### config.mk
export PLATFORM = sky130hd
export DESIGN_NAME = data_mem_lsu_flat
export DESIGN_NICKNAME = d
export VERILOG_FILES = /design/src/rtl/mem_pkg.sv /design/src/rtl/data_mem_lsu_if.sv /design/src/rtl/mem_lane_align.sv /design/src/rtl/data_mem_lsu.sv /design/src/flat_wrapper.sv
export SDC_FILE = /design/constraint.sdc
export NUM_CORES = 2
export LEC_CHECK = 0
export CORE_MARGIN = 2
export CORE_UTILIZATION = 40
export CTS_BUF_LIST = sky130_fd_sc_hd__clkbuf_8
export DETAILED_ROUTE_END_ITERATION = 10
export DONT_BUFFER_PORTS = 1
export PLACE_DENSITY_LB_ADDON = 0.05
export REMOVE_ABC_BUFFERS = 1
export SLEW_MARGIN = 20
export SYNTH_ARGS = -nofsm -noshare
export SYNTH_HDL_FRONTEND = slang
export SYNTH_SLANG_ARGS = --single-unit
export TNS_END_PERCENT = 10
### constraint.sdc
create_clock -name clk -period 4.1 [get_ports clk]
set_input_delay 0.41 -clock clk [delete_from_list [all_inputs] [get_ports clk]]
set_output_delay 0.41 -clock clk [all_outputs]
set_load 0.01 [all_outputs]
### src/rtl/mem_pkg.sv
// Shared definitions for the byte-addressable data memory: access-size codes,
// access FSM encoding and the alignment rule.
package mem_pkg;

  localparam logic [1:0] MOD_WORD = 2'b00;
  localparam logic [1:0] MOD_HALF = 2'b01;
  localparam logic [1:0] MOD_BYTE = 2'b1?;

  typedef enum logic [1:0] {
    ST_IDLE   = 2'd0,
    ST_ACCESS = 2'd1,
    ST_RESP   = 2'd2
  } state_e;

  // Bytes never fault; halves need an even address; words need addr[1:0]==0.
  function automatic logic misaligned(input logic [1:0] mod, input logic [1:0] addr_lo);
    logic mis;
    if (mod[1]) begin
      mis = 1'b0;
    end else if (mod[0]) begin
      mis = addr_lo[0];
    end else begin
      mis = (addr_lo != 2'b00);
    end
    return mis;
  endfunction

endpackage

### src/rtl/data_mem_lsu_if.sv
// Request/response bus of the data memory LSU; the memory is the slave side.
interface data_mem_lsu_if #(
  parameter int ADDR_W = 8
);
  logic              req_valid;
  logic              req_ready;
  logic              req_we;
  logic [1:0]        req_mod;
  logic              req_unsigned;
  logic [ADDR_W-1:0] req_addr;
  logic [31:0]       req_wdata;
  logic              rsp_valid;
  logic              rsp_ready;
  logic [31:0]       rsp_rdata;
  logic              rsp_err;

  modport master (
    output req_valid, req_we, req_mod, req_unsigned, req_addr, req_wdata, rsp_ready,
    input  req_ready, rsp_valid, rsp_rdata, rsp_err
  );

  modport slave (
    input  req_valid, req_we, req_mod, req_unsigned, req_addr, req_wdata, rsp_ready,
    output req_ready, rsp_valid, rsp_rdata, rsp_err
  );
endinterface

### src/rtl/mem_lane_align.sv
// Little-endian lane steering: byte enables and write-data replication for
// stores, lane extraction and sign/zero extension for loads.
module mem_lane_align
  import mem_pkg::*;
(
  input  logic [1:0]  mod,
  input  logic [1:0]  addr_lo,
  input  logic        is_unsigned,
  input  logic [31:0] wdata,
  input  logic [31:0] rword,
  output logic [3:0]  be,
  output logic [31:0] wdata_rep,
  output logic [31:0] rdata
);

  logic [7:0]  lane_b;
  logic [15:0] lane_h;

  assign lane_b = rword[{addr_lo, 3'b000} +: 8];
  assign lane_h = addr_lo[1] ? rword[31:16] : rword[15:0];

  always_comb begin
    be        = 4'b0000;
    wdata_rep = wdata;
    rdata     = rword;
    unique casez (mod)
      MOD_WORD: begin
        be = 4'b1111;
      end
      MOD_HALF: begin
        be        = addr_lo[1] ? 4'b1100 : 4'b0011;
        wdata_rep = {2{wdata[15:0]}};
        rdata     = is_unsigned ? {16'h0000, lane_h} : {{16{lane_h[15]}}, lane_h};
      end
      MOD_BYTE: begin
        be        = 4'b0001 << addr_lo;
        wdata_rep = {4{wdata[7:0]}};
        rdata     = is_unsigned ? {24'h000000, lane_b} : {{24{lane_b[7]}}, lane_b};
      end
      default: begin
        be = 4'b0000;
      end
    endcase
  end

endmodule

### src/rtl/data_mem_lsu.sv
// Byte-addressable data memory with sized loads/stores behind a valid-ready
// request/response bus; one access in flight, IDLE -> ACCESS -> RESP.
module data_mem_lsu
  import mem_pkg::*;
#(
  parameter int ADDR_W    = 8,
  parameter int DATA_W    = 32,
  parameter     INIT_FILE = ""
) (
  input  logic           clk,
  input  logic           rst_n,
  data_mem_lsu_if.slave  bus
);

  localparam int DEPTH = 2 ** (ADDR_W - 2);

  logic [DATA_W-1:0] mem [DEPTH];

  state_e            state_q, state_d;
  logic [ADDR_W-1:0] addr_q, addr_d;
  logic [1:0]        mod_q, mod_d;
  logic              we_q, we_d;
  logic              uns_q, uns_d;
  logic [DATA_W-1:0] wdata_q, wdata_d;
  logic [31:0]       rsp_rdata_q, rsp_rdata_d;
  logic              rsp_err_q, rsp_err_d;

  logic [3:0]        be;
  logic [31:0]       wdata_rep;
  logic [31:0]       rword;
  logic [31:0]       load_data;
  logic              store_en;

  assign rword    = mem[addr_q[ADDR_W-1:2]];
  assign store_en = (state_q == ST_ACCESS) && we_q;

  mem_lane_align u_lane (
    .mod         (mod_q),
    .addr_lo     (addr_q[1:0]),
    .is_unsigned (uns_q),
    .wdata       (wdata_q),
    .rword       (rword),
    .be          (be),
    .wdata_rep   (wdata_rep),
    .rdata       (load_data)
  );

  // Async reset forces state_q to IDLE, so a store is dropped if reset is
  // still low at the ACCESS edge.
  always_ff @(posedge clk) begin
    if (store_en) begin
      for (int b = 0; b < 4; b++) begin
        if (be[b]) begin
          mem[addr_q[ADDR_W-1:2]][8*b +: 8] <= wdata_rep[8*b +: 8];
        end
      end
    end
  end

  always_comb begin
    state_d     = state_q;
    addr_d      = addr_q;
    mod_d       = mod_q;
    we_d        = we_q;
    uns_d       = uns_q;
    wdata_d     = wdata_q;
    rsp_rdata_d = rsp_rdata_q;
    rsp_err_d   = rsp_err_q;
    unique case (state_q)
      ST_IDLE: begin
        if (bus.req_valid) begin
          addr_d      = bus.req_addr;
          mod_d       = bus.req_mod;
          we_d        = bus.req_we;
          uns_d       = bus.req_unsigned;
          wdata_d     = bus.req_wdata;
          rsp_rdata_d = 32'h0;
          if (misaligned(bus.req_mod, bus.req_addr[1:0])) begin
            state_d   = ST_RESP;
            rsp_err_d = 1'b1;
          end else begin
            state_d   = ST_ACCESS;
            rsp_err_d = 1'b0;
          end
        end
      end
      ST_ACCESS: begin
        state_d     = ST_RESP;
        rsp_rdata_d = we_q ? 32'h0 : load_data;
      end
      ST_RESP: begin
        if (bus.rsp_ready) begin
          state_d = ST_IDLE;
        end
      end
      default: begin
        state_d = ST_IDLE;
      end
    endcase
  end

  always_ff @(posedge clk or negedge rst_n) begin
    if (!rst_n) begin
      state_q     <= ST_IDLE;
      addr_q      <= '0;
      mod_q       <= MOD_WORD;
      we_q        <= 1'b0;
      uns_q       <= 1'b0;
      wdata_q     <= '0;
      rsp_rdata_q <= 32'h0;
      rsp_err_q   <= 1'b0;
    end else begin
      state_q     <= state_d;
      addr_q      <= addr_d;
      mod_q       <= mod_d;
      we_q        <= we_d;
      uns_q       <= uns_d;
      wdata_q     <= wdata_d;
      rsp_rdata_q <= rsp_rdata_d;
      rsp_err_q   <= rsp_err_d;
    end
  end

  assign bus.req_ready = rst_n && (state_q == ST_IDLE);
  assign bus.rsp_valid = (state_q == ST_RESP);
  assign bus.rsp_rdata = rsp_rdata_q;
  assign bus.rsp_err   = rsp_err_q;

endmodule
### src/flat_wrapper.sv
// flat-port wrapper written by rule: the top's interface ports become plain ports
module data_mem_lsu_flat import mem_pkg::*;
#(
  parameter int ADDR_W    = 8,
  parameter int DATA_W    = 32,
  parameter     INIT_FILE = ""
)
  (clk, rst_n, bus_req_valid, bus_req_we, bus_req_mod, bus_req_unsigned, bus_req_addr, bus_req_wdata, bus_rsp_ready, bus_req_ready, bus_rsp_valid, bus_rsp_rdata, bus_rsp_err);
  data_mem_lsu_if #(.ADDR_W(ADDR_W)) bus_i ();
  input  logic clk;
  input  logic rst_n;
  input wire logic [$bits(bus_i.req_valid)-1:0] bus_req_valid;
  input wire logic [$bits(bus_i.req_we)-1:0] bus_req_we;
  input wire logic [$bits(bus_i.req_mod)-1:0] bus_req_mod;
  input wire logic [$bits(bus_i.req_unsigned)-1:0] bus_req_unsigned;
  input wire logic [$bits(bus_i.req_addr)-1:0] bus_req_addr;
  input wire logic [$bits(bus_i.req_wdata)-1:0] bus_req_wdata;
  input wire logic [$bits(bus_i.rsp_ready)-1:0] bus_rsp_ready;
  output wire logic [$bits(bus_i.req_ready)-1:0] bus_req_ready;
  output wire logic [$bits(bus_i.rsp_valid)-1:0] bus_rsp_valid;
  output wire logic [$bits(bus_i.rsp_rdata)-1:0] bus_rsp_rdata;
  output wire logic [$bits(bus_i.rsp_err)-1:0] bus_rsp_err;
  assign bus_i.req_valid = bus_req_valid;
  assign bus_i.req_we = bus_req_we;
  assign bus_i.req_mod = bus_req_mod;
  assign bus_i.req_unsigned = bus_req_unsigned;
  assign bus_i.req_addr = bus_req_addr;
  assign bus_i.req_wdata = bus_req_wdata;
  assign bus_i.rsp_ready = bus_rsp_ready;
  assign bus_req_ready = bus_i.req_ready;
  assign bus_rsp_valid = bus_i.rsp_valid;
  assign bus_rsp_rdata = bus_i.rsp_rdata;
  assign bus_rsp_err = bus_i.rsp_err;
  data_mem_lsu #(.ADDR_W(ADDR_W), .DATA_W(DATA_W), .INIT_FILE(INIT_FILE)) u_core (.clk(clk), .rst_n(rst_n), .bus(bus_i));
endmodule
# After elaboration in Yosys (flattened, before gate mapping)
# Memory sizes are Yosys's and may differ from the RTL's.
# Cells that the tools add are included.
# op_classes
mux,31
reduce_logical,9
shifts,2
n_eq_ne,5
# op_table
operator,count
$pmux W32 S2,3
$mux W32,4
$shiftx A32 B6 Y8,1
$mux W1,17
$mux W16,1
$pmux W4 S3,1
$mux W2,3
$pmux W2 S3,1
$reduce_and A2 Y1,3
$eq A2 B1 Y1 const B,2
$logic_not A2 Y1,2
$mux W4,1
$ne A2 B2 Y1 const B,2
$reduce_bool A2 Y1,2
$shl A1 B2 Y4 const A,1
$eq A2 B2 Y1 const B,1
$logic_and A1 B1 Y1,2
# word_totals
register_bits,79
mem_bits_rw,2048
wordCells,56
input_bits,48
n_memories,1
out_inout_bits,35
# memory_table
name,words,word_bits,read_ports,rd_clocked_by_memory_dff,write_ports,line,text
u_core.mem,64,32,1,0,1,data_mem_lsu.sv:17,logic [DATA_W-1:0] mem [DEPTH];

# Depth between registers and ports, before layout
# logic_depth
word_depth,8
ltp_mapped,17
mapped_depth_nobuf,8

# Hierarchy
# Synthesis repeated with hierarchy kept, for this count alone.
# hier_totals
cells_unflattened,4831
hier_area_um2,83094.7
# by_module_without_submodules
mod,seq_area_each_um2,area_per_inst_um2,n_inst,cells_per_inst
data_mem_lsu,63475.9,81929.8,1,4640
mem_lane_align,0.0,1164.9,1,191

# Least setup slack after synthesis
# Ideal clock, no wire load.
# synth_timing
path_type,flip-flop to flip-flop
startpoint,register u_core.wdata_q[3]
endpoint,"memory u_core.mem[0][27], data pin"
setup_slack_ns,0.157
setup_time_ns,0.499
arrival_ns,3.443
path_buffers,0
period_less_slack_ns,3.943
required_ns,3.601
path_stages_with_launch,4
cell_sequence,dfrtp_1 -> mux2_2 -> nor2_1 -> nor2_1
# synth_via
elab_chain_len,1
# synth_lines
item,line,text
"start, declared",data_mem_lsu.sv:24,"logic [DATA_W-1:0] wdata_q, wdata_d;"
"start signal, assigned",data_mem_lsu.sv:118,wdata_q <= wdata_d;
$pmux W32 S2,mem_lane_align.sv:26,unique casez (mod)
named net u_core.u_lane.wdata_rep[27],mem_lane_align.sv:12,"output logic [31:0] wdata_rep,"
"end, declared",data_mem_lsu.sv:17,
# The timed path passes the listed nets, and every way through them passes these cells.

# Final worst setup path
# layout_timing
startpoint,register u_core.addr_q[3]
endpoint,register u_core.rsp_rdata_q[1] (netlist: u_core.bus.rsp_rdata[1])
# layout_via
elab_chain_len,6
elab_cells_between_ends,8
cone_classes,shift (1); mux (6); memory (1)
# layout_lines
item,line,text
"start, declared",data_mem_lsu.sv:20,"logic [ADDR_W-1:0] addr_q, addr_d;"
"start signal, assigned",data_mem_lsu.sv:114,addr_q <= addr_d;
$mem_v2 Z64 W32 *,n/a,
$shiftx A32 B6 Y8 / $mux W16 (equally long branches),"mem_lane_align.sv:19, mem_lane_align.sv:20",
"$mux W32, on equally long branches","mem_lane_align.sv:38, mem_lane_align.sv:33",
$pmux W32 S2 *,mem_lane_align.sv:26,
$mux W32 *,data_mem_lsu.sv:89,rsp_rdata_d = we_q ? 32'h0 : load_data;
$pmux W32 S2 *,data_mem_lsu.sv:69,unique case (state_q)
"end signal, assigned",data_mem_lsu.sv:119,rsp_rdata_q <= rsp_rdata_d;
"end, declared",data_mem_lsu.sv:25,"logic [31:0] rsp_rdata_q, rsp_rdata_d;"
# Mark *: on every way between the ends. The rest lies on a longest branch, timed or not.
# A chain may end at the register's enable or synchronous reset.

==> run metrics <==
row cnt 166; Worst Max-Slew Pin Slew 1.19 ns; Routed Antenna Nets 0; first-pass GRT wire length about 430000 um; Worst R2R Setup Slack -0.08 ns; WS Path Type reg2reg; Post-synth ARST share 3.71%; Util after Layout 47.5%; Die Wd 457 um; initial antenna violation count 24; pwr dens 678 nW/um2; total gr overflow 0; outcome finished, violations left; R2R cell count 10; Final Wtd Congestion 0.935; Crit. End Element flop; Lkg Pwr around 32 nW; register area 63500 um2; placed insts approximately 7700; post-route cell area approximately 97000 um2; multi-input gate area in the final layout approximately 17000 um2; number of remaining DRC errors 0; EDFF count, synth approximately 2000; final WL roughly 320000 um; total track usage roughly 30%; RSZ-0062 raised after global routing yes; H-tree Lvls 5; full die area ~210000 um2; CTS Buf Count 377; Max Freq about 240 MHz; Most used DFF post-synth edfxtp_1; register bit total from synthesis 2127; # IOs 83; post-synth cell types 84; Crit path arrival time a little over 5 ns; largest net degree at the start of global routing 80; 1st-pass router iterations 8; CP Max Fanout 25; Syn Inst Count approximately 4700; Final setup viols 1; vias per cell about 6.1; share of layout cells above drive strength 1 roughly 23%; wire length per cell 37.7 um; Clock transition at path regs ~0.060 ns; Clock Latency Late Sink 1.11 ns; TritonCTS sink count 2127; vias in the first global route approximately 50000; Crit. Startpoint u_core.addr_q[3]; Avg Cell Area, Syn 17.3 um2; Port Buffers 0; DP HPWL around 210000 um; vias 51678; Initial Util between 40% and 50%; Post-Layout Cell Count between 8000 and 9000; slew margin rel. between 20% and 30%; Max Slew Vio Count 0; core area 204000 um2; most frequent cells in the layout edfxtp_1, buf_4, a22oi_1; failing checks setup timing; chip height approximately 460 um; endpoints failing hold 0; Clock Path Buffers 4; CP Data Required Time about 5 ns; worst r2r src u_core.addr_q[3]; Root Buffer Master clkbuf_8; Post-Syn Area 82000 um2; Tcrit/Tclk final 102%; Area after DPL 89500 um2; drt initial violations around 6600; crit path time final between 4 and 5 ns; reg-to-reg critical path endpoint u_core.bus.rsp_rdata[1]; layout net count roughly 5500; Area growth syn-to-layout 18.3%; # fillers about 18000; Ys Warns 0; hold_ws between 0.1 and 0.15 ns; post-synthesis sequential area ratio approximately 77%; Max rail drop VDD about 0.00054 V; CTS tree done; worst setup margin -0.0773 ns; Hold Path Class in2reg; Tot Pwr 65.8 mW; max_cap viols 0; Startpoint Class flop; skew final a little under 0.06 ns; most common cell after layout, fill and taps aside edfxtp_1; Critical Path End u_core.bus.rsp_rdata[1]
## where the power goes
group | switching [mW] | total [mW] | internal [mW]
Combinational | 14.2 | 20.0 | 5.79
Clock | 8.75 | 17.7 | 8.92
Sequential | 0.598 | 28.1 | 27.5
Total | 23.6 | 65.8 | 42.2
## layout make-up
type,count,area share [%]
sequential,2127,65.4
clock buffer,387,5.49
timing repair buffer,714,6.80
tap,2688,3.47
clock inverter,263,1.18
inverter,17,0.0709
antenna,30,0.0773
multi-input combinational,2253,17.5
## cell usage after synthesis, drive strengths merged, types with 28 or more instances
| cell | count | share of area (%) |
|---|---|---|
| mux2 | 149 | 2.0 |
| nand4 | 30 | 0.23 |
| nor2 | 336 | 1.5 |
| dfrtp | 79 | 2.4 |
| a31oi | 53 | 0.40 |
| a22oi | 443 | 4.1 |
| a22o | 63 | 0.67 |
| buf | 224 | 1.7 |
| a222oi | 28 | 0.34 |
| nand2 | 187 | 0.86 |
| nand3 | 34 | 0.21 |
| a221o | 41 | 0.50 |
| o22ai | 51 | 0.39 |
| o21ai | 85 | 0.52 |
| clkbuf | 122 | 0.56 |
| edfxtp | 2048 | 75 |
| a21oi | 56 | 0.34 |
| mux4 | 44 | 1.2 |
| a221oi | 126 | 1.4 |
| mux2i | 152 | 1.9 |
## cell families (layout without fill, tap and decap cells)
kind of cell | after synthesis | in the layout | synth area share [%]
compound gates | 1132 | 1132 | 10.6
buf+inv | 363 | 1381 | 2.30
flops | 2127 | 2127 | 77.4
mux | 345 | 345 | 5.11
other cells | 0 | 30 | 0
simple gates | 776 | 776 | 4.68
## state kept, by name, summed over array words and instances (netlist names)
register	flops
u_core.we_q	1
u_core.mod_q	2
u_core.uns_q	1
u_core.bus.rsp_err	1
u_core.addr_q	8
u_core.state_q	2
u_core.wdata_q	32
u_core.mem	2048
u_core.bus.rsp_rdata	32
## stage by stage
step | setup WS (ns) | TNS, ns
after floorplan | -20.75 | -
after global placement | -0.0836 | -0.0836
after detailed placement | -0.104 | -0.104
after CTS | 0.0273 | 0
after global routing | -0.0132 | -0.0132
final | -0.0773 | -0.0773
## timing repair
item                                    CTS  global route
gates cloned                              0             0
hold buffers                             91             0
resized for setup                         0             6
pin swaps                                 2             2
endpoints found under the hold margin   157             0
endpoints found under the setup margin    1             5
buffers inserted                          3             0
## critical path, cell delays in order, from the launching register on
cell	delay (ns)
dfrtp_4	0.64
inv_4	0.18
buf_12	0.28
buf_4	0.31
buf_4	0.17
o211ai_1	0.10
a222oi_1	0.55
o21ai_0	0.19
or4_1	0.65
o211ai_1	0.65
o211ai_1	0.18
## metal layers
metal	GRT usage (%)	routed length, um
met3	6.07	24900
met1	41.2	133000
met5	0	112
met4	13.7	15200
met2	46.5	146000
## worst min path at each step
stage,end,cells after the start,slack [ns],start
2_1_floorplan,u_core.addr_q[0],0,0.11,rst_n
3_3_place_gp,u_core.wdata_q[7],0,0.12,rst_n
3_5_place_dp,u_core.wdata_q[7],0,0.12,rst_n
4_1_cts,u_core.addr_q[1],3,0.06,bus_req_addr[1]
5_1_grt,u_core.addr_q[1],3,0.11,bus_req_addr[1]
6_report,u_core.addr_q[1],3,0.11,bus_req_addr[1]
Power figures use the tool's default switching activity.
